### config.mk
export PLATFORM = sky130hd
export DESIGN_NAME = key_debounce_multi_flat
export DESIGN_NICKNAME = d
export VERILOG_FILES = /design/src/rtl/key_debounce_multi_if.sv /design/src/rtl/key_debounce_multi.sv /design/src/flat_wrapper.sv
export SDC_FILE = /design/constraint.sdc
export NUM_CORES = 1
export LEC_CHECK = 0
export CORE_MARGIN = 1
export CORE_UTILIZATION = 45
export DETAILED_ROUTE_END_ITERATION = 10
export PLACE_DENSITY_LB_ADDON = 0.1
export SLEW_MARGIN = 10
export SYNTH_ARGS = -nofsm -noshare
export SYNTH_HDL_FRONTEND = slang
export SYNTH_SLANG_ARGS = --single-unit
export TNS_END_PERCENT = 30
### constraint.sdc
create_clock -name sys_clk -period 3.95 [get_ports sys_clk]
set_input_delay 0.79 -clock sys_clk [delete_from_list [all_inputs] [get_ports sys_clk]]
set_output_delay 0.79 -clock sys_clk [all_outputs]
set_load 0.02 [all_outputs]
### src/rtl/key_debounce_multi_if.sv
// Key bundle between board pins / consumer and the multi-channel key conditioner.
interface key_debounce_multi_if #(
    parameter int unsigned NUM_KEYS = 4
);
    logic [NUM_KEYS-1:0] key;
    logic [NUM_KEYS-1:0] key_value;
    logic [NUM_KEYS-1:0] key_press;
    logic [NUM_KEYS-1:0] key_release;
    logic [NUM_KEYS-1:0] key_repeat;
    logic [NUM_KEYS-1:0] key_event;

    modport master (
        output key,
        input  key_value, key_press, key_release, key_repeat, key_event
    );

    modport slave (
        input  key,
        output key_value, key_press, key_release, key_repeat, key_event
    );
endinterface

### src/rtl/key_debounce_multi.sv
// N-channel push-button conditioner: 2-FF sync, counter debounce, press/release pulses
// and per-key auto-repeat while held.
module key_debounce_multi #(
    parameter int unsigned          NUM_KEYS       = 4,
    parameter int unsigned          DEBOUNCE_CYC   = 1_000_000,
    parameter int unsigned          REPEAT_DLY_CYC = 25_000_000,
    parameter int unsigned          REPEAT_PER_CYC = 5_000_000,
    parameter logic [NUM_KEYS-1:0]  REPEAT_EN_MASK = {NUM_KEYS{1'b1}},
    parameter int unsigned          CNT_W          = 32
) (
    input  logic               sys_clk,
    input  logic               sys_rst_n,
    key_debounce_multi_if.slave kif
);

    typedef enum logic [1:0] {
        RP_IDLE   = 2'd0,
        RP_DELAY  = 2'd1,
        RP_REPEAT = 2'd2
    } rp_state_e;

    for (genvar g = 0; g < NUM_KEYS; g++) begin : g_ch
        logic             sync1_q, sync2_q, key_reg_q, value_q;
        logic             press_q, release_q, repeat_q;
        logic [CNT_W-1:0] cnt_q;
        logic             fire_c, press_c, release_c;

        rp_state_e        st_q, st_d;
        logic [CNT_W-1:0] rcnt_q, rcnt_d;
        logic             repeat_d;

        // A level is accepted only when the window expires on a real change.
        assign fire_c    = (cnt_q == CNT_W'(1)) && (key_reg_q != value_q);
        assign press_c   = fire_c && !key_reg_q;
        assign release_c = fire_c &&  key_reg_q;

        always_ff @(posedge sys_clk or negedge sys_rst_n) begin
            if (!sys_rst_n) begin
                sync1_q   <= 1'b1;
                sync2_q   <= 1'b1;
                key_reg_q <= 1'b1;
                value_q   <= 1'b1;
                press_q   <= 1'b0;
                release_q <= 1'b0;
                cnt_q     <= '0;
            end else begin
                sync1_q   <= kif.key[g];
                sync2_q   <= sync1_q;
                key_reg_q <= sync2_q;
                if (sync2_q != key_reg_q) begin
                    cnt_q <= CNT_W'(DEBOUNCE_CYC);
                end else if (cnt_q != '0) begin
                    cnt_q <= cnt_q - CNT_W'(1);
                end
                if (fire_c) begin
                    value_q <= key_reg_q;
                end
                press_q   <= press_c;
                release_q <= release_c;
            end
        end

        // Repeat FSM state register.
        always_ff @(posedge sys_clk or negedge sys_rst_n) begin
            if (!sys_rst_n) begin
                st_q     <= RP_IDLE;
                rcnt_q   <= '0;
                repeat_q <= 1'b0;
            end else begin
                st_q     <= st_d;
                rcnt_q   <= rcnt_d;
                repeat_q <= repeat_d;
            end
        end

        // Repeat FSM next state; a release always wins over a due repeat tick.
        always_comb begin
            st_d     = st_q;
            rcnt_d   = rcnt_q;
            repeat_d = 1'b0;
            case (st_q)
                RP_IDLE: begin
                    if (press_c && REPEAT_EN_MASK[g]) begin
                        st_d   = RP_DELAY;
                        rcnt_d = CNT_W'(REPEAT_DLY_CYC);
                    end
                end
                RP_DELAY, RP_REPEAT: begin
                    if (release_c) begin
                        st_d   = RP_IDLE;
                        rcnt_d = '0;
                    end else if (rcnt_q == CNT_W'(1)) begin
                        st_d     = RP_REPEAT;
                        rcnt_d   = CNT_W'(REPEAT_PER_CYC);
                        repeat_d = 1'b1;
                    end else begin
                        rcnt_d = rcnt_q - CNT_W'(1);
                    end
                end
                default: begin
                    st_d   = RP_IDLE;
                    rcnt_d = '0;
                end
            endcase
        end

        assign kif.key_value[g]   = value_q;
        assign kif.key_press[g]   = press_q;
        assign kif.key_release[g] = release_q;
        assign kif.key_repeat[g]  = repeat_q;
    end

    assign kif.key_event = kif.key_press | kif.key_repeat;

endmodule
### src/flat_wrapper.sv
// flat-port wrapper written by rule: the top's interface ports become plain ports
module key_debounce_multi_flat 
#(
    parameter int unsigned          NUM_KEYS       = 4,
    parameter int unsigned          DEBOUNCE_CYC   = 1_000_000,
    parameter int unsigned          REPEAT_DLY_CYC = 25_000_000,
    parameter int unsigned          REPEAT_PER_CYC = 5_000_000,
    parameter logic [NUM_KEYS-1:0]  REPEAT_EN_MASK = {NUM_KEYS{1'b1}},
    parameter int unsigned          CNT_W          = 32
)
  (sys_clk, sys_rst_n, kif_key, kif_key_value, kif_key_press, kif_key_release, kif_key_repeat, kif_key_event);
  key_debounce_multi_if #(.NUM_KEYS(NUM_KEYS)) kif_i ();
  input  logic sys_clk;
  input  logic sys_rst_n;
  input wire logic [$bits(kif_i.key)-1:0] kif_key;
  output wire logic [$bits(kif_i.key_value)-1:0] kif_key_value;
  output wire logic [$bits(kif_i.key_press)-1:0] kif_key_press;
  output wire logic [$bits(kif_i.key_release)-1:0] kif_key_release;
  output wire logic [$bits(kif_i.key_repeat)-1:0] kif_key_repeat;
  output wire logic [$bits(kif_i.key_event)-1:0] kif_key_event;
  assign kif_i.key = kif_key;
  assign kif_key_value = kif_i.key_value;
  assign kif_key_press = kif_i.key_press;
  assign kif_key_release = kif_i.key_release;
  assign kif_key_repeat = kif_i.key_repeat;
  assign kif_key_event = kif_i.key_event;
  key_debounce_multi #(.NUM_KEYS(NUM_KEYS), .DEBOUNCE_CYC(DEBOUNCE_CYC), .REPEAT_DLY_CYC(REPEAT_DLY_CYC), .REPEAT_PER_CYC(REPEAT_PER_CYC), .REPEAT_EN_MASK(REPEAT_EN_MASK), .CNT_W(CNT_W)) u_core (.sys_clk(sys_clk), .sys_rst_n(sys_rst_n), .kif(kif_i));
endmodule
* After elaboration in Yosys (flattened, before gate mapping)
Index checks and enable logic that the tools add are counted.
Widths: inputs -> output; s select.
** Storage, ports and cells
- Input bits :: 6
- Bits in registers :: 292
- Word-level logic and storage cells :: 169
- Output and inout bits :: 20
** Operators by class
- Eq/ne operators :: 32
- $add $sub $neg :: 8
- Muxes and demuxes :: 52
- Bitwise logic cells :: 1
- Reduce and logical (&&, ||, !) cells :: 36
** Operators by type and width (count)
- $mux 32 :: 20
- $eq 32x1->1 const B :: 8
- $pmux 32 s2 :: 4
- $sub 32x1->32 const B :: 8
- $reduce_bool 32->1 :: 4
- $mux 2 :: 12
- $pmux 2 s2 :: 4
- $logic_and 1x1->1 :: 12
- $mux 1 :: 12
- $ne 3x1->1 const B :: 4
- $eq 2x1->1 const B :: 4
- $eq 2x2->1 const B :: 4
- $logic_not 2->1 :: 4
- $ne 1x1->1 :: 8
- $ne 2x1->1 const B :: 4
- $reduce_and 2->1 :: 4
- $reduce_bool 2->1 :: 4
- $reduce_or 2->1 :: 4
- $logic_not 1->1 :: 4
- $or 4x4->4 :: 1

* Longest topological paths before layout
Gate-level depths: netlist of the first run.
- Depth after elaboration :: 5
- Gate-level depth with buffers :: 11
- Depth with buffers taken out :: 10

* Least setup slack after synthesis of the first run
OpenSTA, ideal clock, no wires.
- Path kind :: reg-to-reg
- From :: register u_core.g_ch[1].rcnt_q[20]
- To :: register u_core.g_ch[1].rcnt_q[10]
- Data required time :: 3.832 ns
- Arrival time :: 2.768 ns
- Cell stages (with the launch flop) :: 12
- Path buffers :: 4
- Period minus slack after synthesis :: 2.886 ns
- Setup slack :: 1.064 ns
- Library setup time :: 0.118 ns
- Path through :: dfrtp_1 > or4_1 > buf_2 > or4_1 > buf_2 > or4_1 > buf_2 > nand3_4 > or2b_1 > buf_6 > nor3b_1 > a21o_1
** Between the ends
- Longest elaborated chain between the ends :: 4
** Ends and longest elaborated chain
- start: declaration :: line key_debounce_multi.sv:29 : logic [CNT_W-1:0] rcnt_q, rcnt_d;
- start signal: assignment :: line key_debounce_multi.sv:71 : rcnt_q <= rcnt_d;
- $eq 32x1->1 :: line key_debounce_multi.sv:92 : end else if (rcnt_q == CNT_W'(1)) begin
- $mux 32 :: line key_debounce_multi.sv:92
- $mux 32 :: line key_debounce_multi.sv:89 : if (release_c) begin
- $pmux 32 s2 :: line key_debounce_multi.sv:81 : case (st_q)
Every way passes these cells.
A chain may end at the register's enable or synchronous reset.

* Worst setup path after layout of the first run
- From :: register u_core.g_ch[1].rcnt_q[20]
- To :: register u_core.g_ch[1].rcnt_q[23]
** Between the ends
- Longest elaborated chain between the ends :: 4
- Elaborated cells on any way between the ends :: 5
- Those cells by class :: add/sub (1); eq/ne (1); mux (3)
** Ends and longest elaborated chain (line)
- $sub 32x1->32 or $eq 32x1->1 (tied branches) :: key_debounce_multi.sv:97, key_debounce_multi.sv:92
- $mux 32 * :: key_debounce_multi.sv:92
- $mux 32 * :: key_debounce_multi.sv:89
- $pmux 32 s2 * :: key_debounce_multi.sv:81
Mark *: on every way between the ends. The rest lies on a longest branch, timed or not.

==> results of run 1 <==
[path summary, 6_finish.rpt]
path                                             end  slack, ps  cells after the start                 startpoint
max in group asynchronous     u_core.g_ch[1].sync1_q       2860                      2                  sys_rst_n
max reg2reg                u_core.g_ch[1].rcnt_q[23]        570                      7  u_core.g_ch[1].rcnt_q[20]
max                        u_core.g_ch[1].rcnt_q[23]        570                      7  u_core.g_ch[1].rcnt_q[20]
min reg2reg                   u_core.g_ch[2].sync2_q        350                      0     u_core.g_ch[2].sync1_q
min                         u_core.g_ch[1].cnt_q[19]        270                      1                  sys_rst_n
min in group sys_clk          u_core.g_ch[2].sync2_q        350                      0     u_core.g_ch[2].sync1_q
[Yosys cell counts (8+ instances only)]
| master | count | area share (%) |
|---|---|---|
| dfrtp_1 | 276 | 44 |
| nand3b_1 | 9 | 0.43 |
| o41ai_1 | 21 | 1.2 |
| inv_1 | 41 | 0.99 |
| o21ai_0 | 127 | 4.1 |
| a21oi_1 | 54 | 1.7 |
| buf_4 | 18 | 0.87 |
| a22o_1 | 13 | 0.73 |
| nand4_1 | 19 | 0.76 |
| or3_1 | 52 | 2.1 |
| nand2b_1 | 20 | 0.80 |
| nand3_1 | 55 | 1.8 |
| and3_1 | 8 | 0.32 |
| o31ai_1 | 18 | 0.87 |
| xor2_1 | 44 | 2.5 |
| nor4_1 | 51 | 2.0 |
| dfstp_2 | 16 | 2.7 |
| xnor2_1 | 70 | 3.9 |
| nor3_1 | 104 | 3.3 |
| a31oi_1 | 9 | 0.36 |
| nor3b_1 | 8 | 0.39 |
| nor2b_1 | 14 | 0.56 |
| or4_1 | 41 | 2.0 |
| or2_2 | 15 | 0.60 |
| o211ai_1 | 16 | 0.77 |
| o22ai_1 | 12 | 0.48 |
| ha_1 | 31 | 2.5 |
| clkbuf_1 | 45 | 1.1 |
| buf_2 | 8 | 0.26 |
| nor2_1 | 220 | 5.3 |
| nand2_1 | 147 | 3.5 |
| o311ai_0 | 14 | 0.79 |
[critical path, stage by stage (launching register included)]
cell and delay [ps]:
dfrtp_1 440, or4_1 600, or4_1 570, or4_1 760, nand3_4 150, or2b_1 440, nor3_1 100, a31o_2 230
[sequential cells by signal (all words and copies together) (netlist names)]
signal                 flops
u_core.g_ch.cnt_q        128
u_core.g_ch.press_q        4
u_core.g_ch.key_reg_q      4
u_core.g_ch.repeat_q       4
u_core.g_ch.st_q           8
u_core.g_ch.value_q        4
u_core.g_ch.sync1_q        4
u_core.g_ch.release_q      4
u_core.g_ch.rcnt_q       128
u_core.g_ch.sync2_q        4
[final cells by class]
class                           count  area [um2]  area share (%)
Sequential cell                   292        7330            42.1
Timing Repair Buffer               48         465            2.68
Multi-Input combinational cell   1292        7770            44.7
Clock inverter                      8        68.8           0.396
Clock buffer                       55        1040            6.00
Inverter                           41         154           0.885
Tap cell                          448         561            3.22
[routing by layer]
metal	vias up	wire (um)
li1	6158	-
met1	6060	17200
met2	237	16000
met3	39	1360
met4	0	592
met5	-	0
[through the flow]
step           instances  area [um2]  setup WS (ps)  hold slack [ps]
3_5_place_dp        2121       16300            606              349
2_1_floorplan       1701       15600           1060              345
5_1_grt             2184       17400            382              330
4_1_cts             2184       17400            578              308
6_report            2184       17400            570              272
3_3_place_gp        2121       16300            674              346
[placed cells by master (no fill, tap or decap), types with 15 or more instances in the layout]
cell,synthesis,routed
or3_1,52,52
nand3_1,55,55
xnor2_1,70,70
or2_2,15,15
clkdlybuf4s50_1,0,24
nand2b_1,20,20
nor3_1,104,104
inv_1,41,41
clkbuf_16,0,37
buf_4,18,20
or4_1,41,41
nor2_1,220,220
dfstp_2,16,16
o21ai_0,127,127
o41ai_1,21,21
dfrtp_1,276,276
o211ai_1,16,16
nor4_1,51,51
nand2_1,147,147
a21oi_1,54,54
nand4_1,19,19
xor2_1,44,41
o31ai_1,18,17
ha_1,31,31
[logic make-up (layout without fill, tap and decap cells)]
kind of cell    count (synthesis)  after routing  share of synthesized area [%]
simple gates                  796            796                           25.9
flops                         292            292                           47.0
buf+inv                       117            152                           3.41
xor+xnor                      114            114                           6.40
mux                             7              7                          0.506
fa+ha+maj                      31             31                           2.49
compound gates                344            344                           14.3
[report_power, final]
part / total, mW / switching, mW / internal [mW]
combinational: 1.65 / 1.07 / 0.583
sequential: 3.35 / 0.182 / 3.16
clock: 3.13 / 1.25 / 1.88
==> flow_metrics.py, run 1 <==
metrics = {
    "status": {
        "status": "finished, final reports clean",
    },
    "detailed_routing": {
        "avgViaCountPerCell": 5.72,
        "detail_route.first_pass.iterations": 5,
        "antenna_left": 0,
        "drc": 0,
        "dr_total_vias": 12500,
        "wl_per_cell_um": 16.1,
        "drt-total-wl_um": 35200,
        "drt_iter0_markers": 620,
    },
    "yosys": {
        "syn-num-nets": 1738,
        "ys_types": 74,
        "synth-seq-cells": 292,
        "syn_inst": 1701,
        "syn_avg_cell_area_um2": 9.17,
        "async_reset_ff_share_pct": 100,
        "synth_edf_count": 0,
        "synth.yosys.warnings": 0,
        "seq_area_frac_synth_pct": 47.0,
        "ys.flop_type": "dfrtp_1",
        "syn_area_um2": 15600,
    },
    "clock_tree": {
        "cts_tree": "done",
        "cts_sinks": 292,
        "holdBufCountCts": 0,
        "htreeDepth": 2,
        "clk_pin_slew_worst_paths_ps": 60,
        "postCtsSetupBuffers": 0,
        "clk_latency_ps": 520,
        "clk_path_buf_depth": 3,
        "postCtsResizedCells": 0,
        "cts-root-buf": "clkbuf_16",
        "cts_buffers": 35,
    },
    "timing": {
        "period_minus_slack_ps": 3380,
        "clock_skew_ps": 9.24,
        "finalMaxSlewViolations": 0,
        "hold_viol": 0,
        "max_slew_margin_pct": 25.0,
        "worstMarginPinSlew_ps": 1120,
        "fmax_ghz": 0.296,
        "final.setup.tns_ps": 0,
        "rsz0062_at_grt": "no",
        "setup_viol": 0,
        "post-route-period-util_pct": 85.6,
    },
    "floorplan": {
        "core-area_um2": 33800,
        "die_area_um2": 35400,
        "rows": 67,
        "ios": 26,
        "initial_core_util_pct": 46.2,
        "dieWidth_um": 188,
        "die_h_um": 188,
    },
    "global_routing": {
        "grt_usage_pct": 20.2,
        "grt_pass1_vias": 12000,
        "grt_util_met3_pct": 2.94,
        "busiest_layer": "met2",
        "overflow": 0,
        "met1_usage_pct": 28.7,
        "antenna_found_initial": 0,
        "grt_first_pass_wirelength_um": 60300,
        "grt_max_degree": 90,
        "use_met2_pct": 32.3,
    },
    "placed_design": {
        "io_buffers": 25,
        "place_congestion": 0.832,
        "place_hpwl_um": 23400,
    },
    "setup_path": {
        "critPathRequiredTime_ps": 4360,
        "crit_fanout": 12,
        "worstPathArrival_ps": 3790,
        "critPathKind": "flip-flop to flip-flop",
        "startpoint_type": "flip-flop",
        "end_kind": "flip-flop",
    },
    "power_and_ir_drop": {
        "peakVddDrop_mv": 0.317,
        "leakagePower_nw": 7.58,
        "power_density_nw_per_um2": 468,
        "power_mw": 8.13,
    },
    "finish": {
        "diodes": 0,
        "final_nets": 1747,
        "layout-drive-gt1-share_pct": 7.78,
        "syn_to_final_growth_pct": 11.5,
        "fill_cells": 3027,
        "final_util_pct": 51.5,
    },
    "min_path": {
        "hp-class": "primary input to asynchronous set/reset pin",
    },
    "flow_run": {
        "drv_cap": 0,
    },
}
Power figures use the tool's default switching activity.
==> run 2: changes to the inputs <==
CTS_BUF_LIST = sky130_fd_sc_hd__clkbuf_4   (was unset)
MAX_ROUTING_LAYER = met4   (was unset)
==> flow_metrics.py, run 2 (synthesis results as in run 1) <==
metrics = {
    "detailed_routing": {
        "drt-total-wl_um": 35400,
        "detail_route.first_pass.iterations": 5,
        "drc": 0,
        "antenna_left": 0,
        "avgViaCountPerCell": 5.63,
        "wl_per_cell_um": 15.6,
        "drt_iter0_markers": 699,
        "dr_total_vias": 12800,
    },
    "setup_path": {
        "rr_startpoint": "u_core.g_ch[1].rcnt_q[20]",
        "startpoint_type": "flip-flop",
        "crit_start": "u_core.g_ch[1].rcnt_q[20]",
        "critPathRequiredTime_ps": 4550,
        "worstPathArrival_ps": 3970,
        "end_kind": "flip-flop",
        "crit_fanout": 12,
        "critPathKind": "flip-flop to flip-flop",
    },
    "global_routing": {
        "grt_max_degree": 90,
        "grt_pass1_vias": 12500,
        "grt_usage_pct": 21.2,
        "grt_first_pass_wirelength_um": 61100,
        "antenna_found_initial": 1,
        "overflow": 0,
    },
    "floorplan": {
        "core-area_um2": 33800,
        "initial_core_util_pct": 46.2,
        "dieWidth_um": 188,
        "die_h_um": 188,
        "rows": 67,
        "die_area_um2": 35400,
        "ios": 26,
    },
    "finish": {
        "final_area_um2": 17400,
        "final_nets": 1794,
        "fill_cells": 3093,
        "regArea_um2": 7330,
        "final_util_pct": 51.4,
        "reg_top3": "u_core.g_ch.cnt_q: 128 flops, u_core.g_ch.rcnt_q: 128 flops, u_core.g_ch.st_q: 8 flops",
        "most-common-layout-cells": "dfrtp_1 (276), nor2_1 (220), nand2_1 (147), o21ai_0 (127), clkbuf_4 (118)",
        "layout_commonest_cell": "dfrtp_1",
        "multi_input_area_um2": 7770,
        "syn_to_final_growth_pct": 11.4,
        "layout-drive-gt1-share_pct": 11.8,
    },
    "timing": {
        "period_minus_slack_ps": 3370,
        "final.setup.tns_ps": 0,
        "setup_ws_ps": 582,
        "setup_viol": 0,
        "hold_viol": 0,
        "worstMarginPinSlew_ps": 1140,
        "holdWs_ps": 65.2,
        "clock_skew_ps": 43.6,
        "post-route-period-util_pct": 85.3,
        "rsz0062_at_grt": "no",
        "fmax_ghz": 0.297,
        "finalMaxSlewViolations": 0,
        "max_slew_margin_pct": 24.1,
    },
    "clock_tree": {
        "postCtsResizedCells": 0,
        "cts_tree": "done",
        "clk_path_buf_depth": 3,
        "cts_buffers": 82,
        "postCtsSetupBuffers": 0,
        "holdBufCountCts": 0,
        "htreeDepth": 3,
        "cts-root-buf": "clkbuf_4",
        "clk_latency_ps": 730,
        "clk_pin_slew_worst_paths_ps": 80,
        "cts_sinks": 292,
    },
    "placed_design": {
        "dp_slack_ps": 606,
        "place_congestion": 0.845,
        "place_area_um2": 16300,
        "io_buffers": 25,
        "place_hpwl_um": 23400,
    },
    "power_and_ir_drop": {
        "power_density_nw_per_um2": 454,
        "peakVddDrop_mv": 0.281,
        "leakagePower_nw": 7.68,
    },
    "min_path": {
        "hp-class": "primary input to asynchronous set/reset pin",
    },
    "flow_run": {
        "drv_cap": 0,
    },
    "status": {
        "status": "finished, final reports clean",
    },
}
-- run 2: cell types whose count changed in the layout (fill, tap and decap cells not counted) --
cell / before / now
clkbuf_4: 0 / 118
clkbuf_16: 37 / 0
clkinv_1: 0 / 19
diode_2: 0 / 1
clkbuf_1: 13 / 0
clkinv_4: 1 / 0
bufinv_16: 1 / 3
clkbuf_8: 5 / 0
inv_2: 0 / 3
-- run 2: critical path: stages (launching register included) --
cell	delay, ps
dfrtp_1	440
or4_1	600
or4_1	560
or4_1	750
nand3_4	140
or2b_1	430
nor3_1	100
a31o_2	230
-- run 2: metrics by stage --
stage               instances  power (mW)
floorplan                1701        4.60
global placement         2121        5.03
detailed placement       2121        5.04
CTS                      2270        8.02
global route             2271        8.42
finish                   2271        7.88
-- run 2: metal layers --
layer / wire length [um] / track usage (%) / up-vias
met5: 0 / - / -
met4: 858 / 8.01 / 0
met3: 1360 / 4.34 / 67
met2: 15900 / 31.8 / 218
met1: 17400 / 28.3 / 6175
li1: - / - / 6320
-- run 2: final cells by class --
class	instances	area share, %
diodes	1	0.0144
clock buffers	118	5.10
clock inverters	31	1.17
inverters	41	0.886
multi-input cells	1292	44.7
flip-flops and latches	292	42.2
well taps	448	3.23
repair buffers	48	2.68
-- run 2: worst paths after layout --
| kind | cells after the start | slack, ps | endpoint |
|---|---|---|---|
| worst max-delay path | 7 | 580 | u_core.g_ch[1].rcnt_q[23] |
| worst min-delay path | 1 | 70 | u_core.g_ch[1].cnt_q[21] |
| worst max register to register | 7 | 580 | u_core.g_ch[1].rcnt_q[23] |
| worst min register to register | 0 | 360 | u_core.g_ch[0].sync2_q |
| max in group asynchronous | 2 | 3060 | u_core.g_ch[0].cnt_q[23] |
| min in group sys_clk | 0 | 360 | u_core.g_ch[0].sync2_q |
-- run 2: report_power, final --
part           total (mW)  internal [mW]  switching (mW)
Clock                2.89           1.58            1.31
Sequential           3.34           3.16           0.182
Combinational        1.65          0.583            1.07
